--- config.mk ---
export PLATFORM = sky130hd
export DESIGN_NAME = munoc_tid_response_tracker
export DESIGN_NICKNAME = d
export VERILOG_FILES = /design/src/rtl/munoc_tid_response_tracker.sv
export SDC_FILE = /design/constraint.sdc
export NUM_CORES = 1
export LEC_CHECK = 0
export ABC_AREA = 1
export BUFFER_PORTS_ARGS = -buffer_cell sky130_fd_sc_hd__buf_2
export CORE_MARGIN = 2
export CORE_UTILIZATION = 40
export CTS_CLUSTER_DIAMETER = 150
export DETAILED_ROUTE_END_ITERATION = 7
export HOLD_SLACK_MARGIN = 0.08
export PLACE_DENSITY = 0.61
export SLEW_MARGIN = 20
export SYNTH_ARGS = -nofsm -noshare
export SYNTH_HDL_FRONTEND = slang
export SYNTH_SLANG_ARGS = --single-unit
--- constraint.sdc ---
create_clock -name clk -period 4.8 [get_ports clk]
set_input_delay 0.96 -clock clk [delete_from_list [all_inputs] [get_ports clk]]
set_output_delay 0.96 -clock clk [all_outputs]
set_load 0.005 [all_outputs]
--- src/rtl/munoc_tid_response_tracker.sv ---
// Response-side TID ordering tracker: circular TID queue, head-TID checking, done pulse.
// Optional MUNOC_TID_TRACKER_ERR_CAPTURE_EN adds err_got_tid/err_exp_tid capture registers.
module munoc_tid_response_tracker #(
  parameter int BW_TID        = 4,
  parameter int DEPTH         = 8,
  parameter int SAME_TID_ONLY = 1,
  localparam int BW_COUNT     = $clog2(DEPTH + 1)
) (
  input  logic                clk,
  input  logic                rst,
  input  logic                req_valid,
  input  logic [BW_TID-1:0]   req_tid,
  output logic                req_ready,
  input  logic                resp_valid,
  input  logic                resp_ready,
  input  logic                resp_last,
  input  logic [BW_TID-1:0]   resp_tid,
  output logic [BW_TID-1:0]   expected_tid,
  output logic [BW_COUNT-1:0] outstanding_count,
  output logic                resp_done,
  output logic                err_unexpected,
  output logic                err_mismatch,
  input  logic                err_clear
`ifdef MUNOC_TID_TRACKER_ERR_CAPTURE_EN
  ,
  output logic [BW_TID-1:0]   err_got_tid,
  output logic [BW_TID-1:0]   err_exp_tid
`endif
);

  localparam int PTR_W = $clog2(DEPTH);
  localparam logic [PTR_W-1:0]    PTR_ONE   = PTR_W'(1);
  localparam logic [BW_COUNT-1:0] CNT_ONE   = BW_COUNT'(1);
  localparam logic [BW_COUNT-1:0] CNT_DEPTH = BW_COUNT'(DEPTH);

  logic [BW_TID-1:0]   mem [DEPTH];
  logic [PTR_W-1:0]    rd_ptr;
  logic [PTR_W-1:0]    wr_ptr;
  logic [BW_COUNT-1:0] count;

  logic              empty;
  logic              full;
  logic [BW_TID-1:0] head_tid;
  logic [BW_TID-1:0] newest_tid;
  logic              push;
  logic              resp_fire;
  logic              pop;
  logic              set_mismatch;
  logic              set_unexpected;

  assign empty      = (count == '0);
  assign full       = (count == CNT_DEPTH);
  assign head_tid   = mem[rd_ptr];
  assign newest_tid = mem[wr_ptr - PTR_ONE];

  assign req_ready  = ~full & (empty | (SAME_TID_ONLY == 0) | (req_tid == newest_tid));
  assign push       = req_valid & req_ready;
  assign resp_fire  = resp_valid & resp_ready & resp_last;
  assign pop        = resp_fire & ~empty;

  assign set_mismatch   = pop & (resp_tid != head_tid);
  assign set_unexpected = resp_fire & empty;

  assign expected_tid      = empty ? '0 : head_tid;
  assign outstanding_count = count;

  // Storage is not reset; empty gates every read that could expose stale entries.
  always_ff @(posedge clk) begin
    if (push) mem[wr_ptr] <= req_tid;
  end

  always_ff @(posedge clk) begin
    if (rst) begin
      rd_ptr         <= '0;
      wr_ptr         <= '0;
      count          <= '0;
      resp_done      <= 1'b0;
      err_unexpected <= 1'b0;
      err_mismatch   <= 1'b0;
    end else begin
      if (push) wr_ptr <= wr_ptr + PTR_ONE;
      if (pop)  rd_ptr <= rd_ptr + PTR_ONE;
      if (push && !pop)      count <= count + CNT_ONE;
      else if (pop && !push) count <= count - CNT_ONE;
      resp_done <= pop;
      if (err_clear) begin
        err_unexpected <= 1'b0;
        err_mismatch   <= 1'b0;
      end else begin
        if (set_unexpected) err_unexpected <= 1'b1;
        if (set_mismatch)   err_mismatch   <= 1'b1;
      end
    end
  end

`ifdef MUNOC_TID_TRACKER_ERR_CAPTURE_EN
  // Only the first mismatch since the last clear is captured.
  always_ff @(posedge clk) begin
    if (rst || err_clear) begin
      err_got_tid <= '0;
      err_exp_tid <= '0;
    end else if (set_mismatch && !err_mismatch) begin
      err_got_tid <= resp_tid;
      err_exp_tid <= head_tid;
    end
  end
`endif

endmodule

==> results_dict.tcl <==
set metrics [dict create \
    setup_viol_count_final 0 \
    fp.dieArea_um2 7420 \
    ys_types 32 \
    syn_area_um2 2700 \
    diodes 0 \
    p_leak_nw 1.28 \
    synth_top_area_share_pct 35.6 \
    path_delay_family "simple AND/OR/NAND/NOR gates" \
    max_freq_ghz 0.287 \
    io_buffer_count 26 \
    wire_per_inst_um 14.0 \
    ys_async_sr_fraction_pct 0 \
    routed_via_density 4.98 \
    cts_resized 0 \
    rrSetupSlack_ns 1.32 \
    period_needed_ns 3.48 \
    path_depth 20 \
    synth_top_area_cell "edfxtp_1" \
    ir_worst_vdd_mv 0.267 \
    crit_buf_inv 4 \
    rsz0062_at_grt "false" \
    layout_common_cells "nand2_1, inv_1, edfxtp_1" \
    initial_utilization_pct 42.0 \
    core_um2 6420 \
    grt_max_degree 30 \
    grt.total_usage_pct 17.2 \
    synth_enable_flop_cells 32 \
    slew_viol_final 0 \
    clkLatencyLatePin_ns 0.30 \
    relSlewSlack_pct 63.9 \
    synth_nets 335 \
    synth-main-ff-cell "edfxtp_1" \
    die_h_um 86.1 \
    fin_crit_sh_pct 72.5 \
    worstMarginPinSlew_ns 0.541 \
    antenna_found_initial 0 \
    post-place-ws_ns 1.35 \
    cp-end-kind "register" \
    cp_cell_sequence "inv_6 -> ha_1 -> inv_1 -> nand3_1 -> nand3_1 -> nand3b_1 -> nand2_1 -> nor2_2 -> nand3_2 -> nand2_4 -> nand2_4 -> inv_1 -> ha_1 -> inv_1 -> ha_1 -> and3_1 -> a211oi_1 -> xor2_1 -> nand2_1 -> a21oi_1" \
    root_buffer "clkbuf_8" \
    crit_fanout 14 \
    synth_area_leaders "edfxtp_1, dfxtp_1, nand2_1" \
    start_kind "register" \
    first_pass_iters 5 \
    cp.required_ns 5.04 \
    ys_warn_count 0 \
    hold_buffers 0 \
    cap_violations 0 \
    hpwlAfterDp_mm 4.46 \
    cp-startpoint "wr_ptr[0]" \
    layout_commonest_cell "nand2_1" \
    chipWidth_um 86.1 \
    setup_tns_ns 0 \
    gp_congestion 0.917 \
    cts_tree "yes" \
    drive_gt1_share_pct 16.5 \
    reg2regPathDepth 20 \
    seq_area_um2 1280 \
    syn2layout_area_growth_pct 8.81 \
    worstSetupPathType "register to register" \
    placementRows 29 \
    multi_input_area_um2 1140 \
    grt_pass1_wl_mm 9.93 \
    hold_violations 0 \
    htree_levels 2 \
    final_util_pct 45.7 \
    synth_cells 313 \
    fill_cells 629 \
    cp_slowest_cell "ha_1" \
    critical_path_arrival_ns 3.72 \
    final.setup_skew_ns 0.00369 \
    num_vias 2073 \
    post_cts_buffers 0 \
    ys_seq_area_share_pct 47.5 \
    endpoint "outstanding_count[3]" \
    min_from "err_mismatch" \
    avgSynthCellArea_um2 8.62 \
    status "completed" \
    drc_errors 0 \
    clkTransAtPathRegs_ns 0.09 \
    clockBufferDepth 2 \
    clock-sinks 48 \
    holdWs_ns 0.451 \
    slowest_delay_ns 0.52 \
    grt_pass1_vias 2058 \
    hp-class "register to register" \
    fin_ws_ns 1.32 \
    nNetsFinal 360 \
    synth_seq_cells 48 \
    ant_nets 0 \
    reg2reg_from "wr_ptr[0]" \
    totalWireLength_mm 5.82 \
    ios 27 \
    r2r-end "outstanding_count[3]" \
    p_per_area_nw_per_um2 507 \
    grt-ovfl-total 0 \
    drtIter0Drc 152 \
    cts_made_buffers 5 \
]
[worst min path at each step]
stage | to | depth (start not counted)
floorplan | register | 2
global placement | err_mismatch | 2
detailed placement | err_mismatch | 2
CTS | err_mismatch | 2
global route | err_mismatch | 2
finish | err_mismatch | 2
[through the flow]
step	power [mW]	area (um^2)	std cells
6_report	1.49	2940	416
3_3_place_gp	1.26	2850	408
3_5_place_dp	1.26	2850	408
4_1_cts	1.50	2940	416
2_1_floorplan	1.13	2700	313
5_1_grt	1.62	2940	416
[tightest hold or removal path, delay by kind of cell, from the launching register on]
kind,cells,cell delay (ns)
flops,1,0.32
buf+inv,1,0.05
compound gates,1,0.05
[report_power, final]
part,internal [mW],switching [mW]
Clock,0.101,0.135
Combinational,0.263,0.460
Sequential,0.490,0.0394
[cell type report]
| type | count | area share (%) |
|---|---|---|
| repair buffers | 28 | 4.94 |
| multi-input cells | 206 | 38.7 |
| inverters | 49 | 6.44 |
| flip-flops and latches | 48 | 43.6 |
| well taps | 77 | 3.28 |
| clock inverters | 3 | 0.639 |
| clock buffers | 5 | 2.34 |
[state kept, by name, summed over array words and instances (netlist names), named ones only]
| signal | cells |
|---|---|
| mem | 32 |
| outstanding_count | 4 |
| rd_ptr | 3 |
| wr_ptr | 3 |
| err_mismatch | 1 |
| err_unexpected | 1 |
| resp_done | 1 |
[synth_stat cells, types with 3 or more instances]
master    count
a21oi_1      19
nand3_2       5
buf_2         3
o21ai_0      12
inv_1        48
buf_6         4
o211ai_1     14
nand2_1      79
o21ai_1       3
xor2_1        7
nand3_1      21
nor2_1       21
ha_1          6
dfxtp_1      16
edfxtp_1     32
nor3_2        4
[cell families (layout without fill, tap and decap cells)]
logic type                 count (synthesis)  after routing  synth area share [%]
AOI/OAI and AO/OA                         50             50                  10.8
xor gates and xnor gates                   9              9                  3.48
adders and majority gates                  7              7                  3.53
buffers and inverters                     59             85                  10.4
DFF                                       48             48                  47.5
and+or+nand+nor                          140            140                  24.3
[routing by layer]
| layer | vias up | GRT usage, % | part of all wire [%] |
|---|---|---|---|
| li1 | 1073 | - | - |
| met1 | 945 | 23.7 | 47 |
| met2 | 36 | 26.2 | 46 |
| met3 | 19 | 2.69 | 3.0 |
| met4 | 0 | 9.09 | 4.1 |
| met5 | - | 0 | 0 |
Power figures use the tool's default switching activity.
